===== src/rtl/mem_port_arbiter.sv =====
// mem_port_arbiter: serializes held-level I-port and D-port requests from the
// CPU pipeline onto one word-wide physical memory port. One transaction is
// outstanding at a time; completion is reported with a one-cycle resp pulse.
// D requests win unless an I fetch has already been passed over
// MAX_D_STREAK times in a row, in which case the fetch is forced through.
module mem_port_arbiter #(
    parameter int MAX_D_STREAK = 4
) (
    input  logic        clk,
    input  logic        rst,
    input  logic        i_read,
    input  logic [31:0] i_addr,
    output logic [31:0] i_rdata,
    output logic        i_resp,
    input  logic        d_read,
    input  logic        d_write,
    input  logic [31:0] d_addr,
    input  logic [31:0] d_wdata,
    input  logic [3:0]  d_byte_enable,
    output logic [31:0] d_rdata,
    output logic        d_resp,
    output logic        pmem_read,
    output logic        pmem_write,
    output logic [31:0] pmem_address,
    output logic [31:0] pmem_wdata,
    output logic [3:0]  pmem_byte_enable,
    input  logic [31:0] pmem_rdata,
    input  logic        pmem_resp
);

    typedef enum logic [1:0] {
        ST_IDLE   = 2'd0,
        ST_I_BUSY = 2'd1,
        ST_D_BUSY = 2'd2,
        ST_RESP   = 2'd3
    } state_t;

    localparam logic [3:0]  C_MAX_STREAK = 4'(MAX_D_STREAK);
    localparam logic [31:0] C_WORD_MASK  = 32'hFFFF_FFFC;

    // Clear the byte offset so the memory always sees a word address.
    function automatic logic [31:0] word_align(input logic [31:0] addr);
        return addr & C_WORD_MASK;
    endfunction

    state_t      r_state,    w_state_nxt;
    logic [3:0]  r_streak,   w_streak_nxt;
    logic        r_pmem_read,  w_pmem_read_nxt;
    logic        r_pmem_write, w_pmem_write_nxt;
    logic [31:0] r_pmem_address, w_pmem_address_nxt;
    logic [31:0] r_pmem_wdata,   w_pmem_wdata_nxt;
    logic [3:0]  r_pmem_be,      w_pmem_be_nxt;
    logic        r_i_resp,   w_i_resp_nxt;
    logic        r_d_resp,   w_d_resp_nxt;
    logic [31:0] r_i_rdata,  w_i_rdata_nxt;
    logic [31:0] r_d_rdata,  w_d_rdata_nxt;
    logic        w_d_req;

    assign w_d_req = d_read | d_write;

    // State and every output register; reset abandons any transaction in flight.
    always_ff @(posedge clk or negedge rst) begin
        if (!rst) begin
            r_state        <= ST_IDLE;
            r_streak       <= 4'd0;
            r_pmem_read    <= 1'b0;
            r_pmem_write   <= 1'b0;
            r_pmem_address <= 32'h0;
            r_pmem_wdata   <= 32'h0;
            r_pmem_be      <= 4'h0;
            r_i_resp       <= 1'b0;
            r_d_resp       <= 1'b0;
            r_i_rdata      <= 32'h0;
            r_d_rdata      <= 32'h0;
        end else begin
            r_state        <= w_state_nxt;
            r_streak       <= w_streak_nxt;
            r_pmem_read    <= w_pmem_read_nxt;
            r_pmem_write   <= w_pmem_write_nxt;
            r_pmem_address <= w_pmem_address_nxt;
            r_pmem_wdata   <= w_pmem_wdata_nxt;
            r_pmem_be      <= w_pmem_be_nxt;
            r_i_resp       <= w_i_resp_nxt;
            r_d_resp       <= w_d_resp_nxt;
            r_i_rdata      <= w_i_rdata_nxt;
            r_d_rdata      <= w_d_rdata_nxt;
        end
    end

    // Grant decision, memory handshake and response generation.
    always_comb begin
        w_state_nxt        = r_state;
        w_streak_nxt       = r_streak;
        w_pmem_read_nxt    = r_pmem_read;
        w_pmem_write_nxt   = r_pmem_write;
        w_pmem_address_nxt = r_pmem_address;
        w_pmem_wdata_nxt   = r_pmem_wdata;
        w_pmem_be_nxt      = r_pmem_be;
        w_i_resp_nxt       = 1'b0;
        w_d_resp_nxt       = 1'b0;
        w_i_rdata_nxt      = 32'h0;
        w_d_rdata_nxt      = 32'h0;
        case (r_state)
            ST_IDLE: begin
                if (w_d_req && (!i_read || (r_streak < C_MAX_STREAK))) begin
                    // A simultaneous read+write is issued as a write.
                    w_state_nxt        = ST_D_BUSY;
                    w_pmem_write_nxt   = d_write;
                    w_pmem_read_nxt    = ~d_write;
                    w_pmem_address_nxt = word_align(d_addr);
                    w_pmem_wdata_nxt   = d_wdata;
                    w_pmem_be_nxt      = d_write ? d_byte_enable : 4'hF;
                    if (i_read) begin
                        w_streak_nxt = (r_streak < C_MAX_STREAK) ? (r_streak + 4'd1) : C_MAX_STREAK;
                    end else begin
                        w_streak_nxt = 4'd0;
                    end
                end else if (i_read) begin
                    w_state_nxt        = ST_I_BUSY;
                    w_pmem_read_nxt    = 1'b1;
                    w_pmem_write_nxt   = 1'b0;
                    w_pmem_address_nxt = word_align(i_addr);
                    w_pmem_wdata_nxt   = 32'h0;
                    w_pmem_be_nxt      = 4'hF;
                    w_streak_nxt       = 4'd0;
                end else begin
                    w_state_nxt = ST_IDLE;
                end
            end
            ST_I_BUSY: begin
                if (pmem_resp) begin
                    w_pmem_read_nxt  = 1'b0;
                    w_pmem_write_nxt = 1'b0;
                    w_state_nxt      = ST_RESP;
                    // A flushed fetch completes silently.
                    if (i_read) begin
                        w_i_resp_nxt  = 1'b1;
                        w_i_rdata_nxt = pmem_rdata;
                    end else begin
                        w_i_resp_nxt  = 1'b0;
                    end
                end else begin
                    w_state_nxt = ST_I_BUSY;
                end
            end
            ST_D_BUSY: begin
                if (pmem_resp) begin
                    w_pmem_read_nxt  = 1'b0;
                    w_pmem_write_nxt = 1'b0;
                    w_state_nxt      = ST_RESP;
                    if (w_d_req) begin
                        w_d_resp_nxt  = 1'b1;
                        w_d_rdata_nxt = r_pmem_write ? 32'h0 : pmem_rdata;
                    end else begin
                        w_d_resp_nxt  = 1'b0;
                    end
                end else begin
                    w_state_nxt = ST_D_BUSY;
                end
            end
            ST_RESP: begin
                // Requests are ignored here so the one just answered is not regranted.
                w_state_nxt = ST_IDLE;
            end
            default: begin
                w_state_nxt = ST_IDLE;
            end
        endcase
    end

    assign pmem_read        = r_pmem_read;
    assign pmem_write       = r_pmem_write;
    assign pmem_address     = r_pmem_address;
    assign pmem_wdata       = r_pmem_wdata;
    assign pmem_byte_enable = r_pmem_be;
    assign i_resp           = r_i_resp;
    assign i_rdata          = r_i_rdata;
    assign d_resp           = r_d_resp;
    assign d_rdata          = r_d_rdata;

endmodule


===== config.mk =====
export PLATFORM = sky130hd
export DESIGN_NAME = mem_port_arbiter
export DESIGN_NICKNAME = d
export VERILOG_FILES = /design/src/rtl/mem_port_arbiter.sv
export SDC_FILE = /design/constraint.sdc
export NUM_CORES = 1
export LEC_CHECK = 0
export CAP_MARGIN = 20
export CELL_PAD_IN_SITES_DETAIL_PLACEMENT = 0
export CELL_PAD_IN_SITES_GLOBAL_PLACEMENT = 1
export CORE_ASPECT_RATIO = 1.1
export CORE_UTILIZATION = 25
export DETAILED_ROUTE_END_ITERATION = 8
export PLACE_DENSITY_LB_ADDON = 0.1
export SLEW_MARGIN = 20
export SYNTH_ARGS = -nofsm -noshare
export SYNTH_HDL_FRONTEND = slang
export SYNTH_SLANG_ARGS = --single-unit

===== constraint.sdc =====
create_clock -name clk -period 2.05 [get_ports clk]
set_input_delay 0.41 -clock clk [delete_from_list [all_inputs] [get_ports clk]]
set_output_delay 0.41 -clock clk [all_outputs]
set_load 0.1 [all_outputs]

==> Word level (Yosys, flattened, before mapping) <==
Index checks and enable logic that the tools add are counted.
{ "totals": {"elab_cells": 65, "in_bits": 138, "regBits": 142} }
{ "classes": {"reduce_logical": 9, "n_bitwise": 2, "addsub": 1, "order_cmp": 1, "mux": 36, "n_eq_ne": 5} }
{ "ops": {"columns": ["operator", "count"], "rows": [
  ["$mux W32", 11],
  ["$mux W4", 7],
  ["$mux W1", 13],
  ["$pmux W2 S4", 1],
  ["$add A4 B1 Y4 const B", 1],
  ["$eq A2 B2 Y1 const B", 2],
  ["$lt A4 B3 Y1 const B", 1],
  ["$mux W2", 2],
  ["$pmux W1 S2", 2],
  ["$reduce_bool A2 Y1", 2],
  ["$ne A3 B3 Y1 const B", 1],
  ["$reduce_and A3 Y1", 1],
  ["$eq A2 B1 Y1 const B", 1],
  ["$logic_not A2 Y1", 1],
  ["$ne A2 B1 Y1 const B", 1],
  ["$reduce_and A2 Y1", 1],
  ["$reduce_or A2 Y1", 1],
  ["$logic_and A1 B1 Y1", 1],
  ["$logic_not A1 Y1", 1],
  ["$logic_or A1 B1 Y1", 1],
  ["$not A1 Y1", 1],
  ["$or A1 B1 Y1", 1]
]} }

==> Depth between registers and ports, before layout <==
{ "logic_depth": {"ltp_word": 5, "depth_mapped": 7, "ltp_nobuf": 5} }

==> Least setup slack after synthesis <==
No wires, ideal clock.
{ "synth_path": {"path_kind": "flip-flop to flip-flop", "start": "register r_state[0]", "end": "register r_pmem_address[21] (netlist: pmem_address[21])", "path_slack_ns": 0.472, "n_path_buf": 2, "arrival_time_ns": 1.501, "synth_period_minus_slack_ns": 1.578, "stages_incl_launch_ff": 8, "path_cell_list": "dfrtp_1 > inv_1 > ha_1 > o31a_1 > clkbuf_1 > clkbuf_1 > nor2_1 > a21oi_1"} }
{ "synth_between": {"elab_chain_cells": 2} }
{ "synth_lines": {"columns": ["item", "line", "rtl"], "rows": [
  ["start: declaration", "46", "state_t r_state, w_state_nxt;"],
  ["start signal: assignment", "76", "r_state <= w_state_nxt;"],
  ["$logic_not A2 Y1", "103", "case (r_state)"],
  ["$reduce_and A2 Y1 (no line)", null, null],
  ["end signal: assignment", "80", "r_pmem_address <= w_pmem_address_nxt;"],
  ["end: declaration", "50", "logic [31:0] r_pmem_address, w_pmem_address_nxt;"]
]} }
Every way passes these cells.
A chain may end at the register's enable or synchronous reset.

==> Worst setup path in the final report <==
{ "layout_path": {"start": "input i_read", "end": "register r_streak[2]"} }
{ "layout_between": {"elab_chain_cells": 5, "elab_cells_between_ends": 7, "cone_classes": "2 x mux; 5 x reduce/logical"} }
{ "layout_lines": {"columns": ["item", "line", "rtl"], "rows": [
  ["start: declaration", "11", "input logic i_read,"],
  ["$logic_not A1 Y1", "105", "if (w_d_req && (!i_read || (r_streak < C_MAX_STREAK))) begin"],
  ["$logic_or A1 B1 Y1", "105", null],
  ["$logic_and A1 B1 Y1", "105", null],
  ["$reduce_bool A2 Y1 (no line)", null, null],
  ["$reduce_and A2 Y1 (no line)", null, null],
  ["end signal: assignment", "77", "r_streak <= w_streak_nxt;"],
  ["end: declaration", "47", "logic [3:0] r_streak, w_streak_nxt;"]
]} }
Parallel ways exist; a longest one is shown, timed or not.

==> flow_metrics.env <==
export IMPL_status="completed"
export IMPL_synth_compound_area_frac=0.173
export IMPL_final_cell_mix="146 x buf_4, 140 x dfrtp_1, 132 x clkdlybuf4s50_1"
export IMPL_syn2layout_area_growth_pct=63.8
export IMPL_ys_seq_area_frac=0.660
export IMPL_synth_area_um2=5310
export IMPL_layout_min_cycle_time_ns=1.64
export IMPL_whs_ns=0.489
export IMPL_ys_async_sr_fraction=1.00
export IMPL_skew_ns=0.0165
export IMPL_crit_path_max_fanout=33
export IMPL_worstHoldPathType="input pin to async pin"
export IMPL_synth_top_family_by_area="compound AO/OA/AOI/OAI gates"
export IMPL_dieArea_um2=21800
export IMPL_core_area_um2=20700
export IMPL_reg2regPathDepth=5
export IMPL_cts_max_level=4
export IMPL_drc=0
export IMPL_die_h_um=155
export IMPL_die_w_um=141
export IMPL_synth_edf_count=0
export IMPL_grt_pass1_wl_um=26300
export IMPL_synth_area_per_cell_um2=12.1
export IMPL_clk_latency_ns=0.42
export IMPL_drtIter0Drc=155
export IMPL_end_kind="register"
export IMPL_reg2reg_to="pmem_read"
export IMPL_regToRegSetupSlack_ns=0.47
export IMPL_num_rows=55
export IMPL_viasPerCell=4.48
export IMPL_startpoint="i_read"
export IMPL_drt_total_wl_um=16800
export IMPL_synthAdderAreaFrac=0.0141
export IMPL_multi_input_area_um2=1630
export IMPL_pre_cts_slack_ns=-0.0243
export IMPL_start_util=0.256
export IMPL_fin_nets=851
export IMPL_p_per_area_nw_per_um2=1900
export IMPL_utilization=0.420
export IMPL_cts_buffers=17
export IMPL_drive_gt1_frac=0.263
export IMPL_fin_ws_ns=0.410
export IMPL_path_class="input pin to register"
export IMPL_finalSetupViolations=0
export IMPL_io_pins=274
export IMPL_layout_commonest_cell="buf_4"
export IMPL_final_hold_viol_count=0
export IMPL_root_buffer="clkbuf_16"
export IMPL_ys_ff_latch=140
export IMPL_grt_pass1_vias=4715
export IMPL_grt_max_degree=52
export IMPL_numPortBuffers=267
export IMPL_critical_path_required_ns=2.34
export IMPL_r2r_start="r_state[0]"
export IMPL_synthMuxAreaShare=0.00212
export IMPL_overflow=0
export IMPL_place_hpwl_um=11600
export IMPL_grt_total_usage=0.158
export IMPL_final_fill_count=1996
export IMPL_synth_warnings=0
export IMPL_drv_cap=0
export IMPL_route_detailed_wl_per_inst_um=16.7
export IMPL_yosys_area_share_simple=0.112
export IMPL_fmax_mhz=610
export IMPL_clk_pin_slew_worst_paths_ns=0.07
export IMPL_antenna_found_initial=0
export IMPL_postSynthCellCount=437
export IMPL_synth_cell_types=32
export IMPL_clk_path_buf_depth=2
export IMPL_ir_drop_v=0.000728
export IMPL_drtPass1Iterations=4
export IMPL_power_leakage_nw=4.05
export IMPL_finalWeightedCongestion=0.716
export IMPL_cts_tree="built"
export IMPL_synth_xor_area_frac=0
export IMPL_cts_sinks=140
export IMPL_finalSetupTns_ns=0
export IMPL_start_kind="input pin"
export IMPL_slew_violations=0
export IMPL_finalCritPeriodShare=0.800
export IMPL_rsz0062_at_grt="no"
export IMPL_crit_arrival_ns=1.93
export IMPL_antenna_cells=0
export IMPL_synth_ff_type="dfrtp_1"
export IMPL_final_seq_area_um2=3500
export IMPL_num_vias=4503
export IMPL_ant_nets=0
export IMPL_placed_area_um2=8070
export IMPL_final_area_um2=8700
per-stage QoR:
step | power, mW | cells
floorplan | 11.1 | 438
global placement | 13.3 | 972
detailed placement | 13.4 | 972
CTS | 16.7 | 1005
global route | 17.2 | 1005
finish | 16.5 | 1005
cell type report:
class / instances / share of cell area
clock inverters: 11 / 0.0183
multi-input cells: 258 / 0.187
well taps: 285 / 0.0410
clock buffers: 21 / 0.0529
inverters: 3 / 0.00129
repair buffers: 287 / 0.297
flip-flops and latches: 140 / 0.403
cell families after synthesis:
| group | count (synthesis) |
|---|---|
| AOI/OAI and AO/OA | 141 |
| DFF | 140 |
| and+or+nand+nor | 108 |
| buffers and inverters | 40 |
| adders and majority gates | 6 |
| muxes | 1 |
| other | 1 |
worst max path at each step:
stage,to,slack (ns),cells past startpoint
floorplan,pmem_address[21],0.47,7
global placement,r_streak[2],-0.01,5
detailed placement,r_streak[2],-0.02,5
CTS,r_streak[2],0.43,5
global route,pmem_read,0.35,5
finish,r_streak[2],0.41,5
flip-flops by register name, summed over array words and instances (netlist names), 2 cells and up:
signal	cells
d_rdata	32
i_rdata	32
pmem_address	30
pmem_byte_enable	4
pmem_wdata	32
r_state	2
r_streak	4
where the power goes:
group / switching, mW / internal, mW
registers: 0.417 / 3.57
logic: 7.18 / 2.13
clock network: 1.22 / 2.00
total: 8.82 / 7.70
worst max-delay path, cell delays in order:
cell and delay, ns:
clkdlybuf4s50_1 0.67, o21ai_2 0.16, and3_1 0.24, buf_12 0.17, a32o_1 0.27
cell usage after synthesis (2+ instances only):
library cell | number | area share
o22a_1 | 4 | 0.0066
buf_6 | 4 | 0.0085
nand3_1 | 2 | 0.0019
dfrtp_1 | 140 | 0.66
and2_1 | 65 | 0.077
nor2_1 | 34 | 0.024
buf_2 | 9 | 0.0085
ha_1 | 6 | 0.014
clkbuf_1 | 21 | 0.015
inv_1 | 3 | 0.0021
a32o_1 | 2 | 0.0038
o21ai_0 | 32 | 0.030
a22o_1 | 33 | 0.054
a31oi_1 | 30 | 0.035
a21oi_1 | 32 | 0.030
buf_4 | 3 | 0.0042
and3_1 | 2 | 0.0024
timing repair:
item | 4_1_cts | 5_1_grt
endpoints found under the hold margin | 40 | 0
hold buffers | 1 | 0
gates resized for setup | 0 | 0
setup buffers | 0 | 0
per-layer routing:
metal  vias to the layer above  part of all wire  global-route usage  routed length, µm
li1                       2084                 -                   -                  -
met1                      2232              0.39               0.185               6530
met2                       174              0.50               0.259               8430
met3                        13             0.095              0.0675               1600
met4                         0             0.015              0.0523                249
met5                         -                 0                   0                  0
(Power assumes the default switching activity.)
